===== src/rtl/s4_counter_pkg.sv =====
// Shared types and limits for the s4 counter slice.
package s4_counter_pkg;

  localparam int COUNT_W_MAX = 64;

  typedef enum logic [1:0] {
    HOLD = 2'd0,
    UP   = 2'd1,
    DOWN = 2'd2,
    LOAD = 2'd3
  } count_mode_e;

endpackage


===== src/rtl/s4_counter_next.sv =====
// Combinational next-count generator: wraps modulo 2^N by default; with
// S4_ACTIVIDAD2_SATURATE_EN defined it clamps at 0 and 2^N-1 instead.
module s4_counter_next
  import s4_counter_pkg::*;
#(
  parameter int N = 8
) (
  input  logic [N-1:0] count,
  input  logic [N-1:0] load_value,
  input  count_mode_e  mode,
  output logic [N-1:0] next_count
);

  localparam logic [N-1:0] ONE = {{(N-1){1'b0}}, 1'b1};

  logic at_max;
  logic at_min;

  assign at_max = (count == {N{1'b1}});
  assign at_min = (count == {N{1'b0}});

  always_comb begin
    next_count = count;
    unique case (mode)
      LOAD: next_count = load_value;
`ifdef S4_ACTIVIDAD2_SATURATE_EN
      UP:   next_count = at_max ? count : count + ONE;
      DOWN: next_count = at_min ? count : count - ONE;
`else
      // at_max/at_min are only needed for clamping; wrap is plain N-bit math
      UP:   next_count = count + ONE;
      DOWN: next_count = count - ONE;
`endif
      HOLD: next_count = count;
      default: next_count = count;
    endcase
  end

`ifndef S4_ACTIVIDAD2_SATURATE_EN
  logic unused_flags;
  assign unused_flags = at_max ^ at_min;
`endif

endmodule


===== src/rtl/s4_actividad2.sv =====
// N-bit up/down counter with parallel load and enable (priority reset > load > enable).
// Build option S4_ACTIVIDAD2_SATURATE_EN makes counting saturate instead of wrap.
module s4_actividad2
  import s4_counter_pkg::*;
#(
  parameter int N = 8
) (
  input  logic         clock,
  input  logic         reset,
  input  logic         load,
  input  logic         dec,
  input  logic [N-1:0] load_value,
  input  logic         enable,
  output logic [N-1:0] counterN
);

  count_mode_e  mode;
  logic [N-1:0] next_count;

  always_comb begin
    mode = HOLD;
    if (load)        mode = LOAD;
    else if (enable) mode = dec ? DOWN : UP;
  end

  s4_counter_next #(.N(N)) u_next (
    .count      (counterN),
    .load_value (load_value),
    .mode       (mode),
    .next_count (next_count)
  );

  always_ff @(posedge clock) begin
    if (reset) counterN <= '0;
    else       counterN <= next_count;
  end

endmodule


===== config.mk =====
export PLATFORM = sky130hd
export DESIGN_NAME = s4_actividad2
export DESIGN_NICKNAME = d
export VERILOG_FILES = /design/src/rtl/s4_counter_pkg.sv /design/src/rtl/s4_counter_next.sv /design/src/rtl/s4_actividad2.sv
export SDC_FILE = /design/constraint.sdc
export NUM_CORES = 1
export LEC_CHECK = 0
export CELL_PAD_IN_SITES_DETAIL_PLACEMENT = 1
export CELL_PAD_IN_SITES_GLOBAL_PLACEMENT = 1
export CORE_ASPECT_RATIO = 0.75
export CORE_MARGIN = 5
export CORE_UTILIZATION = 30
export DETAILED_ROUTE_END_ITERATION = 8
export GPL_TIMING_DRIVEN = 0
export PLACE_DENSITY = 0.88
export SLEW_MARGIN = 20
export SYNTH_ARGS = -nofsm -noshare
export SYNTH_HDL_FRONTEND = slang
export SYNTH_SLANG_ARGS = --single-unit

===== constraint.sdc =====
create_clock -name clock -period 3 [get_ports clock]
set_clock_uncertainty 0.15 [all_clocks]
set_input_delay 0.45 -clock clock [delete_from_list [all_inputs] [get_ports clock]]
set_output_delay 0.45 -clock clock [all_outputs]
set_load 0.01 [all_outputs]

==> reports/results.tsv, run 1 <==
metric	value	unit
Critical Path End Type	flop	
total track usage	12.8	%
CTS tree	built	
Filler cells	254	
power density over the cells	360	nW/um^2
Detail Route met3 WL	94	um
setup TNS	0	ns
Worst path depth	9	
Seq cells post-synth	8	
hold path startpoint	load	
Hold WC Path Type	in2reg	
largest fanout on the critical path	10	
uppermost layer routed	met4	
Final Hold Fails	0	
top flop regs	counterN: 8 flops	
die width	61.7	um
initial antenna violation count	0	
DRC viols	0	
worst skew pair latency	0.26	ns
Reg2Reg Setup Slack	0.81	ns
top-area cell type share of the netlist area	26.7	%
Max clock buf depth	2	
Yosys Warn Count	0	
Final Routed Wirelength	1.81	mm
crit path time final	2.90	ns
crit path cell chain	clkdlybuf4s50_1, buf_4, nand3b_1, xnor2_1, ha_1, or4_4, mux2i_1, a2111oi_1, or3_1	
Synthesized Nets	92	
Power Total	0.304	mW
Post-CTS Setup Repair Bufs	0	
# nets final	116	
Placer Congestion	0.792	
Setup CP Type	in2reg	
Worst R2R End	counterN[4]	
Worst Path Required	2.99	ns
headroom to the max-slew limit	69.8	%
Setup Viol. Count Final	0	
hold buffer count at CTS	0	
R2R depth	7	
n_diodes	0	
register area share after synthesis	26.7	%
final worst slack	0.105	ns
ratio of cells with drive above 1 in the final layout	7.00	%
most frequent cells in the layout	clkdlybuf4s50_1 (19), nand2_1 (10), dfxtp_1 (8)	
Placement Rows	14	
Die Ht	48.8	um
total grt overflow	0	
core outline area	1960	um^2
vias	673	
leading area contributor after synthesis	dfxtp_1	
slowest stage delay, CP	0.48	ns
initial core utilization	30.6	%
Hold EP	counterN[3]	
per-cell routed wire length	14.6	um
Area contributors post-synth	dfxtp_1 (27%), nand2_1 (6.3%), mux2i_1 (5.0%)	
status	finished clean	
Reg with most FFs	counterN	
H-tree Lvls	1	
Final ANT Viol Nets	0	
Worst EP arrival	2.88	ns
Cells after Synth	78	
via/cell ratio	5.43	
Final Util	43.0	%
Slew Limit Fails	0	
vias in the first global route	681	
Worst path top cell family by delay	simple AND/OR/NAND/NOR gates	
first-pass GRT wire length	2.94	mm
pin count of the biggest net entering global routing	11	
DP Wirelength	1.41	mm
RSZ-0062 raised after global routing	no	
die area	3010	um^2
DR iter-0 viols	1	
f_max	345	MHz
1st-pass router iterations	2	
P_leak	0.313	nW
IO Pins	21	
Worst-path clk slew	0.06	ns
max_cap viols	0	
CTS buffer count	3	
number of flip-flops under the largest register name	8	
P&R area growth vs syn	40.4	%
Min-Delay Path Depth	3	
Least-Margin Pin Slew	0.453	ns
Placed Area	821	um^2
CTS root buf	clkbuf_4	
design area	843	um^2
Netlist cell types	33	
PortBufs	19	
post-cts resize count	0	
VDD IR max	0.000269	V
most common library cell in the layout ignoring fill and taps	clkdlybuf4s50_1	
cell area after synthesis	601	um^2
Worst setup SP type	primary input	
pre-CTS WS	-0.162	ns
Final period util	96.5	%
M1 wire length	801	um
CP max stage cell	clkdlybuf4s50_1	
clock tree sinks	8	
reg2reg start	counterN[1]	
Bufs and invs on worst path	2	
wire length on met2	900	um
average size of a mapped cell	7.70	um^2
-- worst register-to-register path, delay by kind of cell (launching register included) --
kind                       cells  cell delay (ns)
AOI/OAI and AO/OA              1             0.10
DFF                            1             0.32
muxes                          1             0.18
xor gates and xnor gates       1             0.12
adders and majority gates      1             0.25
buffers and inverters          1             0.13
and+or+nand+nor                2             0.82
-- metrics by stage --
| stage | instances | hold slack [ns] |
|---|---|---|
| after floorplan | 78 | 0.436 |
| after global placement | 121 | 0.409 |
| after detailed placement | 121 | 0.429 |
| after CTS | 124 | 0.425 |
| after global routing | 124 | 0.439 |
| final | 124 | 0.424 |
-- worst max-delay path by stage --
stage | slack [ns] | end | startpoint
CTS | 0.11 | counterN[4] | enable
finish | 0.10 | counterN[4] | enable
global route | 0.01 | counterN[4] | enable
floorplan | 0.49 | counterN[4] | load
global placement | -0.08 | counterN[4] | enable
detailed placement | -0.16 | counterN[4] | enable
-- cell families after synthesis --
group,count (synthesis),synth area share [%]
XOR/XNOR,3,4.38
AO/OA/AOI/OAI,12,13.5
flip-flops,8,26.7
multiplexers,3,5.00
AND/OR/NAND/NOR,44,41.9
adder cells (fa/ha/maj),1,2.08
buffers and inverters,7,6.46
-- cell usage after synthesis --
cell,number
buf_4,1
nand2_1,10
buf_2,1
nor4bb_1,1
and3_1,1
mux2i_1,3
buf_6,1
xnor2_1,1
a21oi_1,2
a211oi_1,2
nor3_1,5
inv_1,2
nor4_1,3
xor2_1,2
nand3_1,2
o21ai_0,3
o211ai_1,2
or3_1,2
nor3b_1,2
nand4bb_1,1
nor2b_1,2
ha_1,1
o41ai_1,1
nand2b_1,2
nand3b_1,2
or4_4,1
or4_1,3
dfxtp_1,8
o21a_1,1
a2111oi_1,1
clkbuf_1,2
nor2_1,5
nand4_1,2
-- layout make-up --
| type | count | area (um^2) | share of cell area (%) |
|---|---|---|---|
| sequential | 8 | 160 | 19.0 |
| tap | 24 | 30.0 | 3.56 |
| clock buffer | 3 | 22.5 | 2.67 |
| buffer | 5 | 31.3 | 3.71 |
| multi-input combinational | 63 | 402 | 47.6 |
| inverter | 2 | 7.51 | 0.890 |
| timing repair buffer | 19 | 190 | 22.6 |
-- layer usage --
layer | global-route usage (%) | vias to the layer above
met3 | 5.85 | 2
li1 | - | 335
met4 | 3.18 | 0
met5 | 0 | -
met1 | 15.4 | 319
met2 | 20.2 | 17
-- where the power goes --
| part | internal [mW] | switching [mW] |
|---|---|---|
| Combinational | 0.0501 | 0.0384 |
| Sequential | 0.114 | 0.0122 |
| Clock | 0.0462 | 0.0424 |
Power figures use the tool's default switching activity.
==> run 2, diff against run 1 <==
--- a/config.mk
+++ b/config.mk
@@ -13,7 +13,6 @@
 export DETAILED_ROUTE_END_ITERATION = 8
 export GPL_TIMING_DRIVEN = 0
 export PLACE_DENSITY = 0.88
-export SLEW_MARGIN = 20
 export SYNTH_ARGS = -nofsm -noshare
 export SYNTH_HDL_FRONTEND = slang
 export SYNTH_SLANG_ARGS = --single-unit
==> results of run 2 <==
Final layout, timing and power as in run 1 (identical DEF).
==> run 3, diff against run 2 <==
--- a/config.mk
+++ b/config.mk
@@ -12,6 +12,7 @@
 export CORE_UTILIZATION = 30
 export DETAILED_ROUTE_END_ITERATION = 8
 export GPL_TIMING_DRIVEN = 0
+export HOLD_SLACK_MARGIN = 0.05
 export PLACE_DENSITY = 0.88
 export SYNTH_ARGS = -nofsm -noshare
 export SYNTH_HDL_FRONTEND = slang
==> results of run 3 <==
Final layout, timing and power as in run 1 (identical DEF).
==> edit 1: new RTL, settings of run 1 <==
Build with the macro `S4_ACTIVIDAD2_SATURATE_EN` defined.
--- a/src/rtl/s4_counter_next.sv
+++ b/src/rtl/s4_counter_next.sv
@@ -2,2 +2,4 @@
 // S4_ACTIVIDAD2_SATURATE_EN defined it clamps at 0 and 2^N-1 instead.
+`define S4_ACTIVIDAD2_SATURATE_EN
+
 module s4_counter_next
Check against the original RTL: not equivalent (Yosys sat finds a counterexample within 4 cycles, from zero or initial values and one cycle with reset high).
==> edit 1 against run 1 <==
  * Largest cell class unchanged
  * Total power is 12% higher
  * Critical path type unchanged
  * Wire length increased by 20%
  * Worst setup slack better by 0.31 ns
  * Final cell count up 4.0%
  * Area after synthesis is 7.1% higher
  * Sequential cell count did not move
  * Design area increased by 11%
==> edit 1: results (changes against run 1) <==
Critical path
  • Worst EP arrival: 2.61 ns (-0.27 ns)
  • CP Max Fanout: 6 (-4)
  • RR Startpoint: counterN[3]$_SDFFE_PP0P_
  • CP Launch Point: load

Placed design
  • Placed wire-length estimate: 1.58 mm (+12%)
  • Gp weighted congestion: 0.842 (+6.2%)
  • Placed cells: 125 (+3.3%)
  • Worst slack at placement: -0.284 ns (-0.122 ns)
  • IO Port Bufs: 20 (+1)
  • Post-DP Area: 873 sq um (+6.4%)

GRT
  • Initial antenna violation count: 0 (unchanged)
  • Overall Global Routing Usage: 14.0% (+1.3 points)
  • First-pass GRT wire length: 3.57 mm (+22%)
  • Grt total ovfl: 0 (unchanged)
  • Pin count of the biggest net entering global routing: 11 (unchanged)
  • Vias in the first global route: 766 (+12%)

Power
  • Leakage: 0.000345 uW (+10%)
  • Worst vdd ir: 206 uV (-23%)

Yosys
  • Yosys warns: 0 (unchanged)
  • Top post-synthesis cells by count: a21oi_1, nand2_1, dfxtp_1
  • Syn nets: 95 (+3.3%)
  • Mapped Avg Cell Area: 7.94 sq um (+3.1%)
  • Top post-synthesis cells by area: dfxtp_1, a21oi_1, nand2_1, nand2b_1, o32ai_1
  • Top FF cell, synth: dfxtp_1
  • Seq/Total Area, Yosys: 24.9% (-1.8 points)
  • Post-synthesis cell type count: 35 (+6.1%)
  • Async S/R FF share, synth: 0% (unchanged)

Route
  • Vias: 733 (+8.9%)
  • Initial DRC Count: 19 (+18)
  • DRT Pass-1 Iters: 4 (+2)
  • Post-Route WL: 2.16 mm (+20%)
  • Vias/cell: 5.68 (+4.7%)

Layout
  • Filler cell count: 255 (+0.39%)
  • Fraction of layout cells with a size suffix above 1: 17.1% (+10 points)
  • Largest regs: counterN (8)
  • Fin area: 932 sq um (+11%)
  • Count of antenna diodes in the layout: 0 (unchanged)
  • Layout Nets: 121 (+4.3%)

Clock tree
  • Post-CTS Setup Inserts: 1 (+1)
  • Root buf cell: clkbuf_4
  • Inserted Clock Buffers: 3 (unchanged)
  • Clock Path Buffers: 2 (unchanged)
  • Clk_lat worst skew: 0.26 ns (about the same)
  • Worst-path clk slew: 0.06 ns (about the same)
  • H-tree depth: 1 (unchanged)
  • PostCTS Resize Cnt: 0 (unchanged)

Min path
  • HP Class: input pin to flip-flop
  • Hold Startpoint: load

STA
  • Slew headroom: 56.2% (-14 points)

Run status
  • Status: completed
edit 1: cell type report:
class | count | area share, %
tap | 24 | 3.22
timing repair buffer | 21 | 23.1
sequential | 8 | 17.2
multi-input combinational | 69 | 50.6
buffer | 4 | 3.49
clock buffer | 3 | 2.42
edit 1: worst max-delay path, cell delays in order:
cell            delay [ns]
dlymetal6s2s_1        0.18
nand3b_1              0.23
xnor2_1               0.16
ha_1                  0.23
or4_2                 0.61
nor4_4                0.18
nor2_1                0.09
o31a_1                0.25
o32ai_1               0.21
edit 1: power breakdown:
group | total [uW] | internal [uW] | switching (uW)
Clock | 89.6 | 46.2 | 43.3
Combinational | 118 | 63.4 | 54.8
Sequential | 134 | 115 | 18.2
Total | 341 | 225 | 116
edit 1: worst paths after layout:
kind,endpoint,slack [ns],cells past startpoint
setup / recovery,counterN[6]$_SDFFE_PP0P_,0.42,9
hold / removal,counterN[7]$_SDFFE_PP0P_,0.41,3
setup reg to reg,counterN[0]$_SDFFE_PP0P_,0.59,6
hold reg to reg,counterN[6]$_SDFFE_PP0P_,0.41,2
edit 1: routing by layer:
metal / track usage [%] / routed length [um] / part of all wire (%) / vias up
li1: - / - / - / 355
met1: 17.6 / 995 / 46 / 356
met2: 23.1 / 1030 / 48 / 22
met3: 4.55 / 135 / 6.2 / 0
met4: 3.46 / 0 / 0 / 0
met5: 0 / 0 / 0 / -
edit 1: cells by family after synthesis:
logic type      Yosys count  synth area share [%]
compound gates           27                  30.0
flops                     8                  24.9
xor+xnor                  1                  1.36
simple gates             38                  33.7
buf+inv                   4                  5.06
fa+ha+maj                 1                  1.95
mux                       2                  3.11
edit 1: stage by stage:
step           TNS, ns  power (uW)
6_report             0         341
5_1_grt              0         363
4_1_cts              0         339
3_5_place_dp     -1.33         247
3_3_place_gp    -0.395         242
2_1_floorplan        0         193
==> edit 2: new RTL, flow settings as in run 1 <==
Made on the original files. Put one more register stage on the output `counterN`, with the module's reset. The value now appears one clock later.
--- a/src/rtl/s4_actividad2.sv
+++ b/src/rtl/s4_actividad2.sv
@@ -16,2 +16,4 @@
 
+  logic [N-1:0] counterN_s0;
+
   count_mode_e  mode;
@@ -26,3 +28,3 @@
   s4_counter_next #(.N(N)) u_next (
-    .count      (counterN),
+    .count      (counterN_s0),
     .load_value (load_value),
@@ -33,4 +35,12 @@
   always_ff @(posedge clock) begin
-    if (reset) counterN <= '0;
-    else       counterN <= next_count;
+    if (reset) counterN_s0 <= '0;
+    else       counterN_s0 <= next_count;
+  end
+
+  always_ff @(posedge clock) begin
+    if (reset) begin
+      counterN <= '0;
+    end else begin
+      counterN <= counterN_s0;
+    end
   end
Formal check against the unedited RTL: not equivalent (a bounded check fails within 4 cycles, from zero or initial values and one cycle with reset high).
==> edit 2 against run 1 <==
  * Via count is 7.0% higher
  * Design area is 26% higher
  * Wire length is 11% higher
  * Worst setup slack better by 0.41 ns
  * Area after synthesis is 34% higher
  * Combinational power is 1% lower
  * Final cell count is 20% higher
  * Count of clock-buffer cells in the layout stayed put
  * Synthesized cell count is 17% higher
  * Total power is 43% higher
  * Hold slack worse by 0.076 ns
  * Sequential cell count is 8 higher
  * Highest routed layer unchanged
==> edit 2: results (changes against run 1) <==
Power
  • Leakage: 0.000399 uW (+27%)
  • Worst vdd ir: 111 uV (-59%)

Placed design
  • Post-DP Area: 1040 sq um (+27%)
  • Placed wire-length estimate: 1.55 mm (+9.6%)
  • Worst slack at placement: 0.227 ns (+0.389 ns)

Layout
  • Fraction of layout cells with a size suffix above 1: 7.96% (+0.96 points)
  • Count of antenna diodes in the layout: 0 (unchanged)
  • Layout Nets: 129 (+11%)
  • Filler cell count: 320 (+26%)
  • Largest regs: counterN (8), counterN_s0 (8)

STA
  • Measured slew at the worst slew-check pin: 0.468 ns (+0.0150 ns)
  • Hold slack: 0.347 ns (-0.0761 ns)

Yosys
  • Async S/R FF share, synth: 0% (unchanged)
  • Top post-synthesis cells by count: dfxtp_1, nor2_1, nor2b_1
  • Seq/Total Area, Yosys: 39.8% (+13 points)
  • Top post-synthesis cells by area: dfxtp_1, nor2b_1, xnor2_1, nor2_1, or3_4
  • Syn nets: 105 (+14%)
  • Post-synthesis cell type count: 29 (-12%)

GRT
  • Initial antenna violation count: 0 (unchanged)
  • Overall Global Routing Usage: 11.1% (-1.7 points)
  • First-pass GRT wire length: 3.25 mm (+11%)

Critical path
  • R2R cell count: 5 (-2)
  • CP Max Fanout: 6 (-4)
  • Worst path max stage delay: 0.52 ns (+0.04 ns)
  • Critical Path Slowest Stage Cell: o41ai_1
  • Reg2reg setup slack: 0.88 ns (+0.07 ns)
  • CP top delay family: compound AO/OA/AOI/OAI gates
  • Worst EP arrival: 2.51 ns (-0.37 ns)
  • RR Startpoint: counterN_s0[1]$_SDFFE_PP0P_

Run status
  • Status: completed

Min path
  • Hold depth: 1 (-2)
  • Hold Startpoint: counterN_s0[7]$_SDFFE_PP0P_
  • HP Class: flip-flop to flip-flop
  • Worst Hold End: counterN[7]$_SDFF_PP0_

Route
  • Vias: 720 (+7.0%)
  • WL per Instance: 13.5 um (-7.6%)
  • Initial DRC Count: 25 (+24)

Clock tree
  • Post-CTS Setup Inserts: 0 (unchanged)
  • H-tree depth: 1 (unchanged)
  • Worst-path clk slew: 0.09 ns (+0.03 ns)
-- edit 2: how the worst max path moves through the flow --
| stage | to | startpoint | depth (start not counted) | slack, ns |
|---|---|---|---|---|
| 2_1_floorplan | counterN_s0[7]$_SDFFE_PP0P_ | enable | 6 | 0.90 |
| 3_3_place_gp | counterN_s0[6]$_SDFFE_PP0P_ | load | 7 | 0.30 |
| 3_5_place_dp | counterN_s0[6]$_SDFFE_PP0P_ | load | 7 | 0.23 |
| 4_1_cts | counterN_s0[6]$_SDFFE_PP0P_ | load | 7 | 0.52 |
| 5_1_grt | counterN_s0[6]$_SDFFE_PP0P_ | dec | 7 | 0.45 |
| 6_report | counterN_s0[6]$_SDFFE_PP0P_ | load | 7 | 0.51 |
-- edit 2: layout make-up --
class | instances | area, sq um | area share [%]
buffer | 5 | 22.5 | 2.12
clock buffer | 3 | 22.5 | 2.12
inverter | 4 | 15.0 | 1.41
multi-input combinational | 66 | 448 | 42.1
sequential | 16 | 320 | 30.1
tap | 36 | 45.0 | 4.24
timing repair buffer | 19 | 190 | 17.9
-- edit 2: cells by family (layout without fill, tap and decap cells) --
kind of cell,Yosys count,after routing,synth area share [%]
multiplexers,2,2,2.48
XOR/XNOR,5,5,5.43
buffers and inverters,9,31,4.66
AND/OR/NAND/NOR,43,43,32.1
AO/OA/AOI/OAI,15,15,14.0
adder cells (fa/ha/maj),1,1,1.55
flip-flops,16,16,39.8
-- edit 2: power breakdown --
group          internal, uW  switching [uW]  total [uW]
registers               225            14.2         240
clock network          46.5            61.7         108
logic                  49.5            37.9        87.5
-- edit 2: layer usage --
layer  share of wire (%)  global-route usage, %  vias to the layer above  routed length (um)
met4                0.35                   4.78                        0                   7
met1                  47                   12.5                      337                 938
met3                 3.2                   2.57                        2                  64
met2                  50                   20.7                       12                 995
li1                    -                      -                      369                   -
met5                   0                      0                        -                   0
-- edit 2: per-stage QoR --
stage               std cells  total power (uW)
detailed placement        146               332
finish                    149               435
global placement          146               328
floorplan                  91               292
global route              149               460
CTS                       149               444
